==> src/rtl/decode_pkg.sv <==
// Shared definitions for the RV32 decode stage: opcodes, funct7 constants,
// control encodings, the control bundle type and operand-use helpers.
package decode_pkg;

  // Major opcodes recognised by the decoder.
  localparam logic [6:0] OPC_RTYPE  = 7'b0110011;
  localparam logic [6:0] OPC_LOAD   = 7'b0000011;
  localparam logic [6:0] OPC_STORE  = 7'b0100011;
  localparam logic [6:0] OPC_BRANCH = 7'b1100011;
  localparam logic [6:0] OPC_IALU   = 7'b0010011;
  localparam logic [6:0] OPC_JAL    = 7'b1101111;
  localparam logic [6:0] OPC_JALR   = 7'b1100111;
  localparam logic [6:0] OPC_LUI    = 7'b0110111;
  localparam logic [6:0] OPC_AUIPC  = 7'b0010111;

  // R-type funct7 values: base ALU ops, SUB/SRA, and the M extension.
  localparam logic [6:0] F7_BASE = 7'b0000000;
  localparam logic [6:0] F7_ALT  = 7'b0100000;
  localparam logic [6:0] F7_MEXT = 7'b0000001;

  typedef enum logic [1:0] {
    ALU_ADD    = 2'b00,
    ALU_BRANCH = 2'b01,
    ALU_RTYPE  = 2'b10,
    ALU_ITYPE  = 2'b11
  } alu_op_e;

  typedef enum logic [1:0] {
    JUMP_NONE = 2'b00,
    JUMP_JAL  = 2'b01,
    JUMP_JALR = 2'b10
  } jump_e;

  typedef enum logic [1:0] {
    UPPER_NONE  = 2'b00,
    UPPER_LUI   = 2'b01,
    UPPER_AUIPC = 2'b10
  } upper_e;

  typedef struct packed {
    logic    alu_src;
    logic    mem_to_reg;
    logic    reg_write;
    logic    mem_read;
    logic    mem_write;
    logic    branch;
    alu_op_e alu_op;
    jump_e   jump;
    upper_e  upper_imm;
  } ctrl_t;

  // Instruction formats that actually read rs1 / rs2; only these can
  // depend on an in-flight load.
  function automatic logic reads_rs1(input logic [6:0] opcode);
    return opcode inside {OPC_RTYPE, OPC_IALU, OPC_LOAD, OPC_STORE,
                          OPC_BRANCH, OPC_JALR};
  endfunction

  function automatic logic reads_rs2(input logic [6:0] opcode);
    return opcode inside {OPC_RTYPE, OPC_STORE, OPC_BRANCH};
  endfunction

endpackage

==> src/rtl/decode_ctrl.sv <==
// Combinational main decoder: opcode/funct7 -> control bundle + illegal flag.
// Ports:
//   opcode  in  7   instruction[6:0]
//   funct7  in  7   instruction[31:25]
//   ctrl    out     control bundle (all zero when illegal)
//   illegal out 1   unsupported opcode or R-type funct7
module decode_ctrl
  import decode_pkg::*;
#(
  parameter bit EN_MEXT = 1'b1
) (
  input  logic [6:0] opcode,
  input  logic [6:0] funct7,
  output ctrl_t      ctrl,
  output logic       illegal
);

  logic funct7_ok;

  assign funct7_ok = (funct7 == F7_BASE) || (funct7 == F7_ALT) ||
                     (EN_MEXT && (funct7 == F7_MEXT));

  always_comb begin
    // NOTE: every output gets a default before the case, so no path can
    // leave a bit unassigned and infer a latch.
    ctrl    = '0;
    illegal = 1'b0;
    case (opcode)
      OPC_RTYPE: begin
        ctrl.reg_write = 1'b1;
        ctrl.alu_op    = ALU_RTYPE;
        illegal        = ~funct7_ok;
      end
      OPC_LOAD: begin
        ctrl.alu_src    = 1'b1;
        ctrl.mem_to_reg = 1'b1;
        ctrl.reg_write  = 1'b1;
        ctrl.mem_read   = 1'b1;
      end
      OPC_STORE: begin
        ctrl.alu_src   = 1'b1;
        ctrl.mem_write = 1'b1;
      end
      OPC_BRANCH: begin
        ctrl.branch = 1'b1;
        ctrl.alu_op = ALU_BRANCH;
      end
      OPC_IALU: begin
        ctrl.alu_src   = 1'b1;
        ctrl.reg_write = 1'b1;
        ctrl.alu_op    = ALU_ITYPE;
      end
      OPC_JAL: begin
        ctrl.reg_write = 1'b1;
        ctrl.alu_op    = ALU_ITYPE;
        ctrl.jump      = JUMP_JAL;
      end
      OPC_JALR: begin
        ctrl.reg_write = 1'b1;
        ctrl.alu_op    = ALU_ITYPE;
        ctrl.jump      = JUMP_JALR;
      end
      OPC_LUI: begin
        ctrl.alu_src   = 1'b1;
        ctrl.reg_write = 1'b1;
        ctrl.upper_imm = UPPER_LUI;
      end
      OPC_AUIPC: begin
        ctrl.alu_src   = 1'b1;
        ctrl.reg_write = 1'b1;
        ctrl.upper_imm = UPPER_AUIPC;
      end
      default: illegal = 1'b1;
    endcase
    // Illegal bundles travel downstream inert.
    if (illegal) ctrl = '0;
  end

endmodule

==> src/rtl/decode_stage.sv <==
// Registered decode stage between IF/ID and ID/EX. Accepts one instruction
// per cycle (valid/ready), presents the decoded bundle one cycle later, and
// inserts a single bubble when an instruction needs the result of a load
// that has just left this stage.
// Ports:
//   clk_i, rst_i (async, active-low)
//   in_valid_i/in_ready_o, instr_i, pc_i        upstream handshake + payload
//   flush_i                                      kill bundle and interlock
//   out_valid_o/out_ready_i                      downstream handshake
//   out_pc_o, out_instr_o                        registered PC / instruction
//   ALUSrc_o..Branch_o, ALUOp_o, Jump_o,
//   UpperImm_o, rs1_o, rs2_o, rd_o, illegal_o    registered control bundle
module decode_stage
  import decode_pkg::*;
#(
  parameter int XLEN      = 32,
  parameter bit EN_MEXT   = 1'b1,
  parameter bit HAZARD_EN = 1'b1
) (
  input  logic            clk_i,
  input  logic            rst_i,
  input  logic            in_valid_i,
  output logic            in_ready_o,
  input  logic [31:0]     instr_i,
  input  logic [XLEN-1:0] pc_i,
  input  logic            flush_i,
  output logic            out_valid_o,
  input  logic            out_ready_i,
  output logic [XLEN-1:0] out_pc_o,
  output logic [31:0]     out_instr_o,
  output logic            ALUSrc_o,
  output logic            MemtoReg_o,
  output logic            RegWrite_o,
  output logic            MemRead_o,
  output logic            MemWrite_o,
  output logic            Branch_o,
  output logic [1:0]      ALUOp_o,
  output logic [1:0]      Jump_o,
  output logic [1:0]      UpperImm_o,
  output logic [4:0]      rs1_o,
  output logic [4:0]      rs2_o,
  output logic [4:0]      rd_o,
  output logic            illegal_o
);

  ctrl_t           dec_ctrl;
  logic            dec_illegal;

  logic            out_valid_q;
  logic [XLEN-1:0] pc_q;
  logic [31:0]     instr_q;
  ctrl_t           ctrl_q;
  logic            illegal_q;

  logic            ld_pend_q;
  logic [4:0]      ld_rd_q;

  logic            dependency;
  logic            stall;
  logic            accept;
  logic            transfer;
  logic            ld_set;
  logic            ld_clear;

  decode_ctrl #(
    .EN_MEXT (EN_MEXT)
  ) u_ctrl (
    .opcode  (instr_i[6:0]),
    .funct7  (instr_i[31:25]),
    .ctrl    (dec_ctrl),
    .illegal (dec_illegal)
  );

  // Incoming instruction reads the register the last load is still filling.
  assign dependency = (reads_rs1(instr_i[6:0]) && (instr_i[19:15] == ld_rd_q)) ||
                      (reads_rs2(instr_i[6:0]) && (instr_i[24:20] == ld_rd_q));
  assign stall      = HAZARD_EN && ld_pend_q && in_valid_i && dependency;

  assign in_ready_o = (~out_valid_q | out_ready_i) & ~flush_i & ~stall;
  assign accept     = in_valid_i & in_ready_o;
  assign transfer   = out_valid_q & out_ready_i;

  // x0 loads never create a hazard.
  assign ld_set     = HAZARD_EN && transfer && ctrl_q.mem_read &&
                      (instr_q[11:7] != 5'd0);
  // Pending load has advanced one more slot once downstream moves again.
  assign ld_clear   = ld_pend_q & out_ready_i;

  // Output register. Data only loads on accept, which already excludes flush
  // and backpressure, so the bundle holds while stalled.
  always_ff @(posedge clk_i or negedge rst_i) begin
    // NOTE: state is updated with non-blocking assignments only, so every
    // register samples pre-edge values regardless of statement order.
    if (!rst_i) begin
      out_valid_q <= 1'b0;
      pc_q        <= '0;
      instr_q     <= '0;
      ctrl_q      <= '0;
      illegal_q   <= 1'b0;
    end else if (flush_i) begin
      out_valid_q <= 1'b0;
    end else if (accept) begin
      out_valid_q <= 1'b1;
      pc_q        <= pc_i;
      instr_q     <= instr_i;
      ctrl_q      <= dec_ctrl;
      illegal_q   <= dec_illegal;
    end else if (transfer) begin
      out_valid_q <= 1'b0;
    end
  end

  // Load-use interlock; a new load leaving wins over the clear.
  always_ff @(posedge clk_i or negedge rst_i) begin
    if (!rst_i) begin
      ld_pend_q <= 1'b0;
      ld_rd_q   <= 5'd0;
    end else if (flush_i) begin
      ld_pend_q <= 1'b0;
    end else if (ld_set) begin
      ld_pend_q <= 1'b1;
      ld_rd_q   <= instr_q[11:7];
    end else if (ld_clear) begin
      ld_pend_q <= 1'b0;
    end
  end

  assign out_valid_o = out_valid_q;
  assign out_pc_o    = pc_q;
  assign out_instr_o = instr_q;
  assign ALUSrc_o    = ctrl_q.alu_src;
  assign MemtoReg_o  = ctrl_q.mem_to_reg;
  assign RegWrite_o  = ctrl_q.reg_write;
  assign MemRead_o   = ctrl_q.mem_read;
  assign MemWrite_o  = ctrl_q.mem_write;
  assign Branch_o    = ctrl_q.branch;
  assign ALUOp_o     = ctrl_q.alu_op;
  assign Jump_o      = ctrl_q.jump;
  assign UpperImm_o  = ctrl_q.upper_imm;
  assign rs1_o       = instr_q[19:15];
  assign rs2_o       = instr_q[24:20];
  assign rd_o        = instr_q[11:7];
  assign illegal_o   = illegal_q;

endmodule

==> config.mk <==
export PLATFORM = sky130hd
export DESIGN_NAME = decode_stage
export DESIGN_NICKNAME = d
export VERILOG_FILES = /design/src/rtl/decode_pkg.sv /design/src/rtl/decode_ctrl.sv /design/src/rtl/decode_stage.sv
export SDC_FILE = /design/constraint.sdc
export NUM_CORES = 1
export LEC_CHECK = 0
export ABC_CLOCK_PERIOD_IN_PS = 2500
export CORE_MARGIN = 4
export CORE_UTILIZATION = 50
export DETAILED_ROUTE_END_ITERATION = 7
export DONT_BUFFER_PORTS = 1
export PLACE_DENSITY = 0.73
export SKIP_CTS_REPAIR_TIMING = 1
export SYNTH_ARGS = -nofsm -noshare
export SYNTH_HDL_FRONTEND = slang
export SYNTH_SLANG_ARGS = --single-unit
==> constraint.sdc <==
create_clock -name clk_i -period 2.5 [get_ports clk_i]
set_input_delay 0.5 -clock clk_i [delete_from_list [all_inputs] [get_ports clk_i]]
set_output_delay 0.5 -clock clk_i [all_outputs]
set_load 0.05 [all_outputs]
======== After elaboration in Yosys (flattened, before gate mapping) ========
Cells that the tools add are included.
storage, ports and cells
  register bits ........................... 84
  logic and storage cells ................. 75
  bits in writable memories ............... 0
  memories ................................ 0
  bits in read-only memories .............. 0
  bits in latches ......................... 0
operators by class
  $mul .................................... 0
  magnitude comparators ................... 0
  shifts and indexed selects .............. 0
  bitwise logic cells ..................... 10
  multiplexer cells ....................... 16
  $add $sub $neg .......................... 0
  eq/ne operators ......................... 13
  divide/modulo/power cells ............... 0
  reductions and logical operators ........ 21
operators by type and width
  kind                  number
  $eq A7 B6 Y1 const B  4
  $eq A7 B7 Y1 const B  3
  $eq A7 B5 Y1 const B  2
  $mux W12              1
  $mux W1               11
  $eq A5 B5 Y1          2
  $reduce_bool A3 Y1    3
  $pmux W2 S2           2
  $reduce_or A8 Y1      1
  $eq A7 B1 Y1 const B  1
  $eq A7 B2 Y1 const B  1
  $logic_not A7 Y1      1
  $reduce_or A7 Y1      1
  $logic_and A1 B1 Y1   6
  $pmux W2 S3           1
  $reduce_bool A6 Y1    1
  $and A1 B1 Y1         5
  $reduce_bool A5 Y1    1
  $reduce_or A5 Y1      1
  $not A1 Y1            4
  $reduce_and A2 Y1     2
  $logic_or A1 B1 Y1    3
  $reduce_or A3 Y1      1
  $pmux W1 S2           1
  $or A1 B1 Y1          1

======== Depth between registers and ports, before layout ========
  depth in word-level cells ............... 10
  depth in mapped cells ................... 8
  mapped depth without buffers ............ 5

======== Cells and area by module ========
From an unflattened synthesis, not the netlist that was laid out.
unflattened totals
  cells, all modules ...................... 269
  area, all modules ....................... 3759.9 um^2
modules (own cells, without submodules)
  module        area an instance (um^2)  instances  cells an instance
  decode_stage  3510.9                   1          233
  decode_ctrl   249.0                    1          36

======== Worst setup path after synthesis ========
Ideal clock, no wire load.
  path kind ............................... input to output
  start ................................... in instr_i[6]
  end ..................................... out in_ready_o
  data arrival time ....................... 2371 ps
  data required time ...................... 2000 ps
  cell stages on the path ................. 6
  slack ................................... -371 ps
  path buffers ............................ 1
  cells stage by stage .................... clkbuf_1 -> a21boi_0 -> nand4_1 -> a2bb2oi_1 -> nor2_1 -> a21boi_0
on the way
  longest elaborated chain between the ends .. 7
  elaborated cells between the ends (all ways) .. 14
  classes of those cells .................. eq/ne (6); bitwise (2); reduce/logical (6)
RTL lines
  element                                                          line                                    source
  start: declaration                                               decode_stage.sv:24                      input logic [31:0] instr_i,
  $eq A7 B6 Y1, or another cell as far along                       decode_pkg.sv:55, decode_pkg.sv:60
  $reduce_bool A6 Y1 / $reduce_bool A3 Y1 (equally long branches)  decode_pkg.sv:55, decode_pkg.sv:60
  $logic_and A1 B1 Y1 (on tied branches)                           decode_stage.sv:75, decode_stage.sv:76
  $logic_or A1 B1 Y1 *                                             decode_stage.sv:75                      assign dependency = (reads_rs1(instr_i[6:0]) && (instr_i[19:15] == ld_rd_q)) ||
  $logic_and A1 B1 Y1 *                                            decode_stage.sv:77                      assign stall = HAZARD_EN && ld_pend_q && in_valid_i && dependency;
  $not A1 Y1 *                                                     decode_stage.sv:79                      assign in_ready_o = (~out_valid_q | out_ready_i) & ~flush_i & ~stall;
  $and A1 B1 Y1 *                                                  decode_stage.sv:79
  end: declaration                                                 decode_stage.sv:23                      output logic in_ready_o,
Mark *: on every way between the ends. The rest lies on a longest branch, timed or not.

======== Final worst setup path ========
  start ................................... reg ld_rd_q[4]
  end ..................................... out in_ready_o
on the way
  longest elaborated chain between the ends .. 6
  elaborated cells between the ends (all ways) .. 8
  classes of those cells .................. eq/ne (2); bitwise (2); reduce/logical (4)
RTL lines
  element                                 line                                    source
  start: declaration                      decode_stage.sv:56                      logic [4:0] ld_rd_q;
  start signal: assignment                decode_stage.sv:122                     ld_rd_q <= instr_q[11:7];
  $eq A5 B5 Y1 (on tied branches)         decode_stage.sv:75, decode_stage.sv:76
  $logic_and A1 B1 Y1 (on tied branches)  decode_stage.sv:75, decode_stage.sv:76
  $logic_or A1 B1 Y1 *                    decode_stage.sv:75
  $logic_and A1 B1 Y1 *                   decode_stage.sv:77
  $not A1 Y1 *                            decode_stage.sv:79
  $and A1 B1 Y1 *                         decode_stage.sv:79
Marked as above.

==> metrics.md <==
| Metric | Value |
|---|---|
| Status | `finished clean` |
| Routability congestion estimate | `approximately 0.8` |
| Worst hold path type | `in -> async` |
| Pint | `around 0.0025 W` |
| Die area | `around 0.0090 mm^2` |
| Max Cap Viol | `0` |
| NumNets Final | `around 330` |
| Pwr dens | `between 900 and 1000 mW/mm^2` |
| Avg Cell Area, Syn | `approximately 14 um^2` |
| Period utilization | `between 90% and 100%` |
| Routed WL | `approximately 7700 um` |
| Slew @ Worst Pin | `between 0.9 and 1 ns` |
| Dpl hpwl | `between 5000 and 6000 um` |
| Number of synthesized flops with an enable pin | `0` |
| Startpoint class of the critical path | `flop` |
| Seq pwr share | `between 50% and 60%` |
| First-pass GRT wire length | `11700 um` |
| Placement Rows | `31` |
| Via/cell ratio | `~5.5` |
| Register area share after synthesis | `roughly 55%` |
| Crit. End Element | `output port` |
| Synth unique cells | `34` |
| Cell Area, Synth | `around 0.0038 mm^2` |
| Combinational share of power | `around an eighth` |
| Syn. warnings | `0` |
| Synth-to-Final Area Change | `8.45%` |
| Flops & latches, synth | `between 80 and 90` |
| Insertion delay to the later sink of the worst-skew pair | `around 0.34 ns` |
| WS Path Type | `reg -> out` |
| LEAKAGE | `1.82 nW` |
| Root buf cell | `clkbuf_8` |
| Starting Density | `51.6%` |
| Maximum vdd drop | `around 0.51 mV` |
| Finish-stage setup viols | `0` |
| Share of the synthesized area in the top cell type | `between 50% and 60%` |
| CP Data Arrival Time | `approximately 1.9 ns` |
| Slowest stage delay, CP | `roughly 0.44 ns` |
| Vias in the first global route | `roughly 2.2k` |
| DIE WIDTH | `roughly 95 um` |
| Hold_ws | `0.0520 ns` |
| CTS Buf Count | `9` |
| Sw Share | `between 30% and 40%` |
| Critical Path Fanout Max | `3` |
| Worst path cell trace | `xor2_1 > or3_1 > a2bb2oi_1 > nor2_1 > a21boi_2 > buf_4` |
| Total GRT Usage | `~17%` |
| Slowest library cell on the worst path | `dfrtp_1` |
| Async S/R FF share, synth | `between 90% and 100%` |
| Max Freq | `~0.42 GHz` |
| DIE HEIGHT | `~95 um` |
| Fraction of layout cells with a size suffix above 1 | `around two fifths` |
| CTS tree | `built` |
| H-tree Lvls | `3` |
| Vias | `slightly above 2k` |
| Slew margin rel. | `38.7%` |
| Final Critical Period | `between 2 and 2.5 ns` |
| Initial antenna violation count | `0` |
| Required @ worst endpoint | `roughly 2.0 ns` |
| Fin. Hold Viols | `0` |
| WL per Instance | `21.0 um` |
| Sink Count | `83` |
| Leading post-synthesis cells by cell area | `dfrtp_1 (55%), mux2_4 (16%), mux2_2 (11%)` |
| Top FF cell, synth | `dfrtp_1` |
| Total gr overflow | `0` |
| Commonest cells in the synthesized netlist | `dfrtp_1 (83), mux2_4 (39), mux2_2 (36)` |
| # diodes | `0` |
| Switching power total | `~0.0016 W` |
| Gate Count Post-Synth | `270` |
| Count leader, synth | `dfrtp_1` |
| DRC | `0` |
| Power share of the clock group | `29.9%` |
| Largest net degree at the start of global routing | `84` |
| DR pass1 iterations | `4` |
| TNS Setup | `0 ns` |
| Final Skew | `between 0.01 and 0.015 ns` |
| Final Max Slew Viols | `0` |
| Core ar. | `between 0.007 and 0.008 mm^2` |
| RSZ-0062 raised after global routing | `no` |
| Clock Path Buffers | `2` |
| IO buf count | `0` |
| Syn_nets | `339` |
| I/O pin count | `163` |
| Yosys top cell by area | `dfrtp_1` |
| Remaining antenna violation count | `0` |
| Clock slew at reported path FFs | `roughly 0.08 ns` |
| DRT iter0 DRCs | `43` |
==> cell families (layout without fill, tap and decap cells) <==
| kind of cell | Yosys count | in the layout | synth area share (%) |
|---|---|---|---|
| AO/OA/AOI/OAI | 18 | 18 | 3.19 |
| XOR/XNOR | 10 | 10 | 2.33 |
| buffers and inverters | 32 | 30 | 5.89 |
| flip-flops | 83 | 83 | 55.2 |
| multiplexers | 75 | 75 | 26.3 |
| AND/OR/NAND/NOR | 52 | 52 | 7.05 |
==> sequential cells by signal, indices dropped and copies added (netlist names), 2 cells and up <==
register and cells:
out_instr_o 32, UpperImm_o 2, ALUOp_o 2, ld_rd_q 5, Jump_o 2, out_pc_o 32
==> final cells by class <==
cell class | instances | area, um^2
clock buffer | 9 | 124
clock inverter | 5 | 128
sequential | 83 | 2080
inverter | 3 | 11.3
tap | 99 | 124
multi-input combinational | 155 | 1470
timing repair buffer | 13 | 143
fill | 616 | 3210
==> per-stage QoR <==
step	utilization (%)	total power [W]	worst slack, ns	instances	instance area (um^2)
after CTS	55.6	0.00409	0.101	366	4050
after global placement	52.1	0.00285	0.316	352	3800
after floorplan	-	0.00282	0.278	270	3770
final	56.0	0.00408	0.121	367	4080
after global routing	56.0	0.00424	0.0516	367	4080
after detailed placement	52.1	0.00287	0.254	352	3800
==> layout by cell type (no fill, tap or decap), drive strengths merged, types with 3 or more instances in the layout <==
cell type,count
a21oi,4
mux2,75
xor2,7
nor4,3
bufinv,4
nand2,21
dfrtp,83
inv,3
nor2,8
clkbuf,9
nand2b,4
buf,13
nor3,4
xnor2,3
o21ai,4
==> metal layers <==
layer | GRT usage [%] | vias to the layer above | routed length (um)
li1 | - | 908 | -
met1 | 21.2 | 1012 | 3180
met3 | 8.53 | 11 | 714
met4 | 5.53 | 0 | 89
met5 | 0 | - | 0
met2 | 26.5 | 91 | 3730
==> path summary, 6_finish.rpt <==
kind | cells past startpoint | startpoint | end | slack [ns]
hold / removal | 1 | rst_i | ld_pend_q | 0.05
hold reg to reg | 2 | ld_pend_q | ld_pend_q | 0.50
setup / recovery | 6 | ld_rd_q[4] | in_ready_o | 0.12
max in group asynchronous | 1 | rst_i | out_pc_o[31] | 2.12
min in group clk_i | 1 | flush_i | out_valid_o | 0.22
setup reg to reg | 6 | ld_rd_q[4] | out_pc_o[29] | 0.43
==> worst max-delay path, delay by kind of cell (launching register included) <==
kind	cells	cell delay [ns]
buffers and inverters	1	0.18
xor gates and xnor gates	1	0.17
AOI/OAI and AO/OA	2	0.24
DFF	1	0.44
and+or+nand+nor	2	0.50
==> power by group through the flow <==
| stage | Combinational, W | Clock, W | Sequential [W] |
|---|---|---|---|
| global route | 0.000536 | 0.00132 | 0.00239 |
| detailed placement | 0.000476 | 0 | 0.00239 |
| global placement | 0.000463 | 0 | 0.00239 |
| floorplan | 0.000516 | 0 | 0.00230 |
| CTS | 0.000477 | 0.00125 | 0.00236 |
| finish | 0.000501 | 0.00122 | 0.00236 |
Note: power is estimated with default switching activity, not from simulation.
